===== config.mk =====
export PLATFORM = sky130hd
export DESIGN_NAME = token_stream_receiver
export DESIGN_NICKNAME = d
export VERILOG_FILES = /design/src/rtl/token_stream_receiver.sv
export SDC_FILE = /design/constraint.sdc
export NUM_CORES = 1
export LEC_CHECK = 0
export ABC_AREA = 1
export CORE_MARGIN = 1
export CORE_UTILIZATION = 58
export DETAILED_ROUTE_END_ITERATION = 12
export GPL_TIMING_DRIVEN = 0
export HOLD_SLACK_MARGIN = 0.02
export MAX_ROUTING_LAYER = met4
export PLACE_DENSITY_LB_ADDON = 0.15
export SLEW_MARGIN = 30
export SYNTH_ARGS = -nofsm -noshare
export SYNTH_HDL_FRONTEND = slang
export SYNTH_SLANG_ARGS = --single-unit

===== constraint.sdc =====
create_clock -name clk -period 6.25 [get_ports clk]
set_input_delay 1.25 -clock clk [delete_from_list [all_inputs] [get_ports clk]]
set_output_delay 1.25 -clock clk [all_outputs]
set_load 0.01 [all_outputs]

===== src/rtl/token_stream_receiver.sv =====
// Receives the validator's token byte stream, reassembles tokens LSB-byte-first
// and presents them on a valid/ready register with short/sequence/overrun reporting.
module token_stream_receiver #(
    parameter int NBYTES  = 8,
    parameter int COUNT_W = 8
) (
    input  logic                       clk,
    input  logic                       rst_n,
    input  logic [7:0]                 byte_in,
    input  logic                       stream_active,
    input  logic [$clog2(NBYTES)-1:0]  byte_idx,
    input  logic                       token_ready,
    input  logic                       clr_err,
    output logic [8*NBYTES-1:0]        token_out,
    output logic                       token_valid,
    output logic                       err_short,
    output logic                       err_seq,
    output logic                       err_overrun,
    output logic [2:0]                 err_sticky,
    output logic [COUNT_W-1:0]         tok_count
);

    localparam int IDX_W = $clog2(NBYTES);
    localparam int TOK_W = 8 * NBYTES;
    localparam logic [IDX_W-1:0] IDX_ZERO = {IDX_W{1'b0}};
    localparam logic [IDX_W-1:0] IDX_ONE  = IDX_W'(1);
    localparam logic [IDX_W-1:0] IDX_LAST = IDX_W'(NBYTES - 1);

    typedef enum logic [1:0] {
        ST_IDLE    = 2'd0,
        ST_COLLECT = 2'd1,
        ST_DISCARD = 2'd2
    } state_e;

    state_e             state_q, state_d;
    logic [IDX_W-1:0]   exp_q, exp_d;
    logic [TOK_W-1:0]   buf_q, buf_d;
    logic [TOK_W-1:0]   token_q, token_d;
    logic               valid_q, valid_d;
    logic               short_q, seq_q, ovr_q;
    logic [2:0]         sticky_q, sticky_d;
    logic [COUNT_W-1:0] count_q, count_d;
    logic               done_s, short_s, seq_s, ovr_s, load_s, hs_s;

    // Collection FSM: byte placement, index sequencing and error detection
    always_comb begin
        state_d = state_q;
        exp_d   = exp_q;
        buf_d   = buf_q;
        done_s  = 1'b0;
        short_s = 1'b0;
        seq_s   = 1'b0;
        case (state_q)
            ST_IDLE: begin
                if (stream_active) begin
                    if (byte_idx == IDX_ZERO) begin
                        buf_d   = {{(TOK_W-8){1'b0}}, byte_in};
                        exp_d   = IDX_ONE;
                        state_d = ST_COLLECT;
                    end else begin
                        seq_s   = 1'b1;
                        state_d = ST_DISCARD;
                    end
                end else begin
                    state_d = ST_IDLE;
                end
            end
            ST_COLLECT: begin
                if (stream_active) begin
                    if (byte_idx == exp_q) begin
                        buf_d[{exp_q, 3'b000} +: 8] = byte_in;
                        if (exp_q == IDX_LAST) begin
                            done_s  = 1'b1;
                            exp_d   = IDX_ZERO;
                            state_d = ST_IDLE;
                        end else begin
                            exp_d = exp_q + IDX_ONE;
                        end
                    end else begin
                        seq_s   = 1'b1;
                        exp_d   = IDX_ZERO;
                        state_d = ST_DISCARD;
                    end
                end else begin
                    short_s = 1'b1;
                    exp_d   = IDX_ZERO;
                    state_d = ST_IDLE;
                end
            end
            ST_DISCARD: begin
                if (!stream_active) begin
                    state_d = ST_IDLE;
                end else begin
                    state_d = ST_DISCARD;
                end
            end
            default: begin
                state_d = ST_IDLE;
                exp_d   = IDX_ZERO;
            end
        endcase
    end

    // Output register, overrun detection and error accumulation
    always_comb begin
        hs_s    = valid_q & token_ready;
        load_s  = done_s & (~valid_q | token_ready);
        ovr_s   = done_s & valid_q & ~token_ready;
        token_d = load_s ? buf_d : token_q;
        count_d = load_s ? (count_q + COUNT_W'(1)) : count_q;
        if (load_s) begin
            valid_d = 1'b1;
        end else if (hs_s) begin
            valid_d = 1'b0;
        end else begin
            valid_d = valid_q;
        end
        // Detected and still-visible pulses both set the bit, so clr_err never hides an event.
        sticky_d = (clr_err ? 3'b000 : sticky_q) | {ovr_s, seq_s, short_s} | {ovr_q, seq_q, short_q};
    end

    // State registers with synchronous active-low reset
    always_ff @(posedge clk) begin
        if (!rst_n) begin
            state_q  <= ST_IDLE;
            exp_q    <= IDX_ZERO;
            buf_q    <= {TOK_W{1'b0}};
            token_q  <= {TOK_W{1'b0}};
            valid_q  <= 1'b0;
            short_q  <= 1'b0;
            seq_q    <= 1'b0;
            ovr_q    <= 1'b0;
            sticky_q <= 3'b000;
            count_q  <= {COUNT_W{1'b0}};
        end else begin
            state_q  <= state_d;
            exp_q    <= exp_d;
            buf_q    <= buf_d;
            token_q  <= token_d;
            valid_q  <= valid_d;
            short_q  <= short_s;
            seq_q    <= seq_s;
            ovr_q    <= ovr_s;
            sticky_q <= sticky_d;
            count_q  <= count_d;
        end
    end

    assign token_out   = token_q;
    assign token_valid = valid_q;
    assign err_short   = short_q;
    assign err_seq     = seq_q;
    assign err_overrun = ovr_q;
    assign err_sticky  = sticky_q;
    assign tok_count   = count_q;

endmodule

Yosys cells after proc, flatten, opt, wreduce, memory -nomap -nowiden

Cells that the tools add are included.

Flip-flop bits (word level): 148
Bits in latches: 0
RAM bits: 0
Memory bits (read-only): 0
Input port bits: 16
Output and inout port bits: 79
Memories kept: 0

Add/subtract/negate cells: 3
Multiply operators: 0
Div/mod/pow operators: 0
Magnitude comparators: 0
Equality and inequality tests: 7
Shifts and indexed selects: 2
Muxes and demuxes: 33
Bitwise gates (word level): 10
Reductions and logical operators: 4

Operators with widths:

| kind                     | count |
|---|---|
| $mux W64                 | 4 |
| $pmux W64 S2             | 1 |
| $bwmux W64               | 1 |
| $shift A8 B8 Y64 const A | 1 |
| $shiftx A8 B8 Y64        | 1 |
| $mux W3                  | 6 |
| $mux W1                  | 12 |
| $mux W2                  | 6 |
| $pmux W3 S3              | 1 |
| $add A8 B1 Y8 const B    | 1 |
| $neg A6 Y8               | 1 |
| $or A3 B3 Y3             | 2 |
| $pmux W2 S3              | 1 |
| $and A1 B1 Y1            | 4 |
| $ne A2 B2 Y1 const B     | 2 |
| $ne A4 B4 Y1 const B     | 1 |
| $add A3 B1 Y3 const B    | 1 |
| $eq A3 B3 Y1             | 1 |
| $eq A3 B3 Y1 const B     | 1 |
| $logic_not A3 Y1         | 1 |
| $not A1 Y1               | 3 |
| $reduce_and A3 Y1        | 1 |
| $eq A2 B1 Y1 const B     | 1 |
| $eq A2 B2 Y1 const B     | 1 |
| other kinds (4)          | 4 |

Depth between registers and ports, before layout

Gate-level depths: netlist of the first run.

Depth after elaboration: 9
Gate-level depth with buffers: 13
Gate-level depth less buffers: 13

Worst setup path before layout of the first run

Ideal clock, no wire load.

Path kind: input -> register
Start: input stream_active
End: register token_q[6], in the netlist token_out[6]
Setup time: 126 ps
Data arrival time: 2450 ps
Path slack: 3674 ps
Cell stages on the path: 9
Path through: buf_4 > inv_1 > nor3_1 > nand2_1 > nand2_1 > buf_2 > nand2_1 > o21ai_0 > a21oi_1

Word-level cells in the longest chain between the ends: 3
Elaborated cells on any way between the ends: 6
Classes of those cells: mux: 5; bitwise: 1

RTL lines:

| what                 | RTL line | source |
|---|---|---|
| from (decl)          | 10       | `input logic stream_active,` |
| $mux W1              | 69       | `if (stream_active) begin` |
| $mux W1              | 53       | `case (state_q)` |
| $and A1 B1 Y1        | 107      | `load_s = done_s & (~valid_q \| token_ready);` |
| to (signal assigned) | 128      | `token_q <= {TOK_W{1'b0}};` |
| to (signal assigned) | 139      | `token_q <= token_d;` |
| to (decl)            | 38       | `logic [TOK_W-1:0] token_q, token_d;` |

Parallel ways exist; a longest one is shown, timed or not.
A chain may end at the register's enable or synchronous reset.

Worst setup path in the final report of the first run

Start: input byte_idx[0]
End: register token_q[10], in the netlist token_out[10]

Word-level cells in the longest chain between the ends: 5
Elaborated cells on any way between the ends: 11
Classes of those cells: eq/ne: 1; mux: 8; bitwise: 1; reduce/logical: 1

RTL lines:

| what          | RTL line | source |
|---|---|---|
| from (decl)   | 11       | `input logic [$clog2(NBYTES)-1:0] byte_idx,` |
| $eq A3 B3 Y1  | 70       | `if (byte_idx == exp_q) begin` |
| $mux W1       | 70       |  |
| $mux W1       | 69       |  |
| $mux W1       | 53       |  |
| $and A1 B1 Y1 | 107      |  |

Parallel ways exist; a longest one is shown, timed or not.

==> results.py, run 1 <==
metrics = {
    "power_and_ir_drop": {
        "power_density_nw_per_um2": 255,
        "seqPwrFrac_pct": 45.8,
        "comb_power_share_pct": 3.4,
        "switching_share_pct": 22.6,
        "clkPwrFrac_pct": 50.9,
        "power.leakage_nw": 3.43,
        "peakVddDrop_v": 0.000306,
        "switchingPower_w": 0.000469,
        "total_power_w": 0.00207,
        "p_int_w": 0.00160,
    },
    "clock_tree": {
        "clk_pin_slew_ps": 60,
        "cts_resized": 0,
        "cts_root_buffer": "clkbuf_8",
        "numClockSinks": 148,
        "clk_path_buf_depth": 2,
        "cts_buffers": 17,
        "cts_max_level": 4,
        "cts_hold_buf": 0,
        "clock_latency_ps": 530,
        "postCtsSetupRepairBufs": 0,
        "cts_tree": "done",
    },
    "sta": {
        "tightest_slew_ps": 631,
        "worst_slack_ps": 3170,
        "period_minus_slack_ps": 3080,
        "fin_crit_sh_pct": 49.3,
        "hold_violations": 0,
        "whs_ps": 468,
        "grt_setup_unrepaired": "no",
        "fmax_ghz": 0.325,
        "final.setup.tns_ps": 0,
        "setup_violations": 0,
        "clock_skew_ps": 9.58,
        "final_max_slew_viol_count": 0,
        "slew_headroom_pct": 57.6,
    },
    "routing": {
        "route.detailed.drc": 0,
        "routedWlPerCell_um": 15.6,
        "viasPerCell": 5.39,
        "wl_um": 18400,
        "initialDrtViolationCount": 558,
        "vias": 6371,
        "drtPass1Iterations": 5,
        "antenna_left": 0,
    },
    "critical_path": {
        "crit_arrival_ps": 3500,
        "crit_path_end_kind": "flop",
        "critPathMaxStageDelay_ps": 520,
        "worstSetupPathType": "in2reg",
        "r2r_slack_ps": 3530,
        "r2r-end": "token_out[5]",
        "reg2reg_depth": 11,
        "path_cells": "clkdlybuf4s50_1 > xnor2_2 > nand3_4 > nor2_4 > nand2_2 > nor2_4 > buf_6 > buf_4 > nand3_1 > nand2_1 > inv_1",
        "r2r-start": "exp_q[0]",
        "cp_common_cell": "nor2_4",
        "required_ps": 6670,
        "path_max_fanout": 10,
        "cp_slowest_cell": "clkdlybuf4s50_1",
        "startpoint_type": "input port",
    },
    "floorplan": {
        "ios": 95,
        "num_rows": 38,
        "core_area_um2": 10800,
        "die_w_um": 107,
        "start_util_pct": 59.4,
        "die_h_um": 107,
        "die_area_um2": 11500,
    },
    "synthesis": {
        "synth-simple-area-share_pct": 34.1,
        "synth.net_count": 942,
        "synth_ff_type": "dfxtp_1",
        "synthCells": 918,
        "ys_seq_area_share_pct": 46.2,
        "synth_cell_types": 30,
        "avgSynthCellArea_um2": 6.99,
        "synth_seq_cells": 148,
        "synth-xor-area-share_pct": 0.800,
        "synth_edf_count": 0,
        "ys_async_sr_fraction_pct": 0,
        "synthAdderAreaFrac_pct": 1.56,
        "yosys_warnings": 0,
        "synth_top_family_by_area": "simple AND/OR/NAND/NOR gates",
        "synthMuxAreaShare_pct": 0,
        "synth_compound_area_share_pct": 8.44,
        "netlist_area_um2": 6420,
    },
    "finish": {
        "antenna_cells_inserted": 0,
        "syn_to_final_growth_pct": 26.8,
        "drive_gt1_share_pct": 7.00,
        "finalNetCount": 1054,
        "fin_cells": 1183,
        "n_fill_cell": 876,
    },
    "grt": {
        "grt_start_max_net_pins": 17,
        "antenna_found_initial": 0,
        "first_global_vias": 6032,
        "grt-ovfl-total": 0,
        "grt.total_usage_pct": 34.4,
        "grt_pass1_wl_um": 29400,
    },
    "place": {
        "detailedPlace.worstSlack_ps": 2710,
        "post-place-cells": 1151,
        "gp_congestion": 1.00,
        "dpl.hpwl_um": 13100,
        "io_buffers": 93,
    },
    "worst_hold_path": {
        "worst_hold_startpoint": "buf_q[16]",
        "min_to": "buf_q[16]",
        "hold_depth": 2,
        "min_path_type": "reg2reg",
    },
    "flow_run": {
        "cap_violations": 0,
    },
    "outcome": {
        "status": "completed",
    },
}
cells in the final DEF, fill, tap and decap left out, drive strengths merged:
cell,Yosys,layout
o21a,1,1
buf,18,18
nor2,153,153
nor4,1,1
xnor2,3,3
bufinv,0,3
xor2,2,2
nand2,205,205
nand4,7,7
o2111ai,1,1
dfxtp,148,148
or2,12,12
clkdlybuf4s50,0,93
a21oi,82,82
clkinvlp,0,2
nand3b,3,3
clkbuf,24,43
o21ai,23,23
nor3,10,10
nand3,120,120
ha,8,8
clkinv,0,5
inv,97,100
routing by layer:
layer | vias to the layer above | GRT usage [%] | wire length, um | share of wire, %
li1 | 3142 | - | - | -
met1 | 2929 | 41.4 | 8150 | 44
met2 | 248 | 56.1 | 8550 | 46
met3 | 52 | 6.87 | 1100 | 5.9
met4 | 0 | 15.0 | 643 | 3.5
met5 | - | - | 0 | 0
cell usage after synthesis (3+ instances only):
| cell type | n | area share (%) |
|---|---|---|
| inv_1 | 94 | 5.5 |
| nor3_1 | 9 | 0.70 |
| nand3_1 | 119 | 9.3 |
| o21ai_0 | 19 | 1.5 |
| nand4_1 | 7 | 0.68 |
| or2_2 | 12 | 1.2 |
| dfxtp_1 | 148 | 46 |
| nand2_1 | 204 | 12 |
| buf_4 | 5 | 0.59 |
| buf_6 | 3 | 0.53 |
| a21oi_1 | 82 | 6.4 |
| nor2_2 | 4 | 0.39 |
| o21ai_1 | 4 | 0.31 |
| nor2_1 | 147 | 8.6 |
| buf_2 | 8 | 0.62 |
| nand3b_1 | 3 | 0.35 |
| ha_1 | 8 | 1.6 |
| inv_2 | 3 | 0.18 |
| clkbuf_1 | 24 | 1.4 |
how the worst max path moves through the flow:
stage | from | end | cells after the start
6_report | byte_idx[0] | token_out[10] | 11
3_5_place_dp | byte_idx[0] | token_out[27] | 11
5_1_grt | byte_idx[1] | token_out[22] | 13
4_1_cts | byte_idx[0] | token_out[10] | 11
2_1_floorplan | stream_active | token_out[6] | 9
3_3_place_gp | byte_idx[0] | token_out[27] | 11
sequential cells by signal, indices dropped and copies added (netlist names):
register     count
buf_q           64
token_out       64
tok_count        8
err_sticky       3
exp_q            3
state_q          2
err_overrun      1
err_seq          1
err_short        1
token_valid      1
worst max-delay path: cells and delay by family:
kind / cells / cell delay, ps
XOR/XNOR: 1 / 140
AND/OR/NAND/NOR: 6 / 1070
buffers and inverters: 4 / 1020
cell families after synthesis:
logic type	Yosys count
AO/OA/AOI/OAI	107
XOR/XNOR	5
adder cells (fa/ha/maj)	8
buffers and inverters	139
flip-flops	148
AND/OR/NAND/NOR	511
stage by stage:
| stage | area (um^2) | util [%] |
|---|---|---|
| global route | 8140 | 75.4 |
| CTS | 8140 | 75.4 |
| detailed placement | 7520 | 69.7 |
| global placement | 7520 | 69.7 |
| finish | 8140 | 75.4 |
| floorplan | 6420 | - |
power by group through the flow:
stage | combinational [W] | sequential, W | clock [W]
3_5_place_dp | 0.0000676 | 0.000969 | 0
5_1_grt | 0.0000744 | 0.000948 | 0.00110
3_3_place_gp | 0.0000672 | 0.000969 | 0
6_report | 0.0000698 | 0.000948 | 0.00105
2_1_floorplan | 0.0000361 | 0.000969 | 0
4_1_cts | 0.0000682 | 0.000948 | 0.00106
area by class of cell:
| cell class | count | area, um^2 | area share [%] |
|---|---|---|---|
| Buffer | 42 | 209 | 2.57 |
| Clock buffer | 19 | 442 | 5.43 |
| Clock inverter | 13 | 174 | 2.14 |
| Inverter | 97 | 364 | 4.47 |
| Multi-Input combinational cell | 631 | 2880 | 35.4 |
| Sequential cell | 148 | 2960 | 36.4 |
| Tap cell | 140 | 175 | 2.15 |
| Timing Repair Buffer | 93 | 931 | 11.4 |
Note: power is estimated with default switching activity, not from simulation.
==> inputs of run 2 (changes only) <==
- CORE_UTILIZATION: 58 -> 54
- clock period: 6.25 -> 3.1 ns (I/O delays scaled with it)
==> results.py, run 2 (synthesis gave the netlist of run 1 again) <==
metrics = {
    "routing": {
        "antenna_left": 0,
        "initialDrtViolationCount": 458,
        "routedWlPerCell_um": 15.3,
        "route.detailed.drc": 11,
        "wl_um": 18100,
        "viasPerCell": 5.22,
        "drtPass1Iterations": 9,
        "vias": 6181,
    },
    "grt": {
        "first_global_vias": 5590,
        "grt_start_max_net_pins": 17,
        "grt_pass1_wl_um": 28700,
        "grt.total_usage_pct": 31.1,
        "grt-ovfl-total": 0,
        "antenna_found_initial": 0,
    },
    "clock_tree": {
        "cts_buffers": 17,
        "clk_path_buf_depth": 2,
        "cts_root_buffer": "clkbuf_16",
        "postCtsSetupRepairBufs": 0,
        "clock_latency_ps": 420,
        "numClockSinks": 148,
        "cts_tree": "done",
        "cts_max_level": 4,
        "cts_hold_buf": 0,
        "clk_pin_slew_ps": 60,
        "cts_resized": 0,
    },
    "power_and_ir_drop": {
        "peakVddDrop_v": 0.000382,
        "power.leakage_nw": 3.40,
        "power_density_nw_per_um2": 493,
    },
    "place": {
        "detailedPlace.worstSlack_ps": 186,
        "dpl.hpwl_um": 13200,
        "io_buffers": 93,
        "gp_congestion": 0.983,
    },
    "sta": {
        "setup_violations": 0,
        "hold_violations": 0,
        "tightest_slew_ps": 701,
        "clock_skew_ps": 6.17,
        "period_minus_slack_ps": 2770,
        "grt_setup_unrepaired": "no",
        "worst_slack_ps": 326,
        "final.setup.tns_ps": 0,
        "fmax_ghz": 0.360,
        "final_max_slew_viol_count": 0,
        "slew_headroom_pct": 52.9,
        "fin_crit_sh_pct": 89.5,
    },
    "finish": {
        "n_fill_cell": 1009,
        "drive_gt1_share_pct": 6.73,
        "layout_common_cells": "204 x nand2_1, 148 x dfxtp_1, 147 x nor2_1, 119 x nand3_1, 94 x inv_1",
        "final_common_cell": "nand2_1",
        "post-route-util_pct": 70.1,
        "antenna_cells_inserted": 0,
        "syn_to_final_growth_pct": 25.9,
        "finalNetCount": 1054,
    },
    "outcome": {
        "violations": "design-rule violations",
        "status": "complete, but fails checks",
    },
    "floorplan": {
        "start_util_pct": 55.7,
        "core_area_um2": 11500,
        "die_h_um": 111,
        "die_w_um": 111,
        "num_rows": 39,
        "ios": 95,
        "die_area_um2": 12300,
    },
    "critical_path": {
        "crit_arrival_ps": 3150,
        "path_max_fanout": 10,
        "worstSetupPathType": "reg2reg",
        "required_ps": 3470,
        "crit_path_end_kind": "flop",
        "startpoint_type": "flop",
    },
    "flow_run": {
        "cap_violations": 0,
    },
    "worst_hold_path": {
        "min_path_type": "reg2reg",
    },
}
run 2: area by class of cell:
class	instances	area, um^2	share of cell area [%]
multi-input cells	631	2880	35.7
well taps	143	179	2.22
repair buffers	93	931	11.5
clock inverters	9	82.6	1.02
flip-flops and latches	148	2960	36.7
plain buffers	42	209	2.59
clock buffers	20	467	5.78
inverters	97	364	4.51
run 2: where the power goes:
| group | total (W) | switching (W) | internal [W] | leakage [nW] |
|---|---|---|---|---|
| sequential | 0.00191 | 0.00000405 | 0.00191 | 1.19 |
| clock | 0.00193 | 0.000777 | 0.00115 | 0.269 |
| combinational | 0.000141 | 0.000100 | 0.0000406 | 1.94 |
run 2: final timing paths:
| kind | start | end | slack [ps] | cells after the start |
|---|---|---|---|---|
| setup / recovery | exp_q[0] | token_out[32] | 330 | 11 |
| hold / removal | buf_q[54] | buf_q[54] | 470 | 2 |
| hold reg to reg | buf_q[54] | buf_q[54] | 470 | 2 |
| setup reg to reg | exp_q[0] | token_out[32] | 330 | 11 |
run 2: through the flow:
step	hold slack (ps)	power (W)	area [um^2]	std cells
6_report	468	0.00398	8080	1183
5_1_grt	486	0.00408	8080	1183
4_1_cts	470	0.00399	8080	1183
3_5_place_dp	461	0.00209	7530	1154
3_3_place_gp	456	0.00209	7530	1154
2_1_floorplan	447	0.00203	6420	918
run 2: layer usage:
layer	GRT usage, %	wire length [um]
met5	-	0
met4	13.2	534
met3	5.41	1220
met2	49.9	8290
met1	38.7	8070
run 2: critical path, stage by stage (launching register included):
cell	delay, ps
dfxtp_1	580
inv_2	110
ha_1	300
clkbuf_1	240
inv_1	170
clkbuf_1	420
nand4_1	180
nor2_2	340
nand3_1	180
nand3_1	120
nand2_1	50
inv_1	40
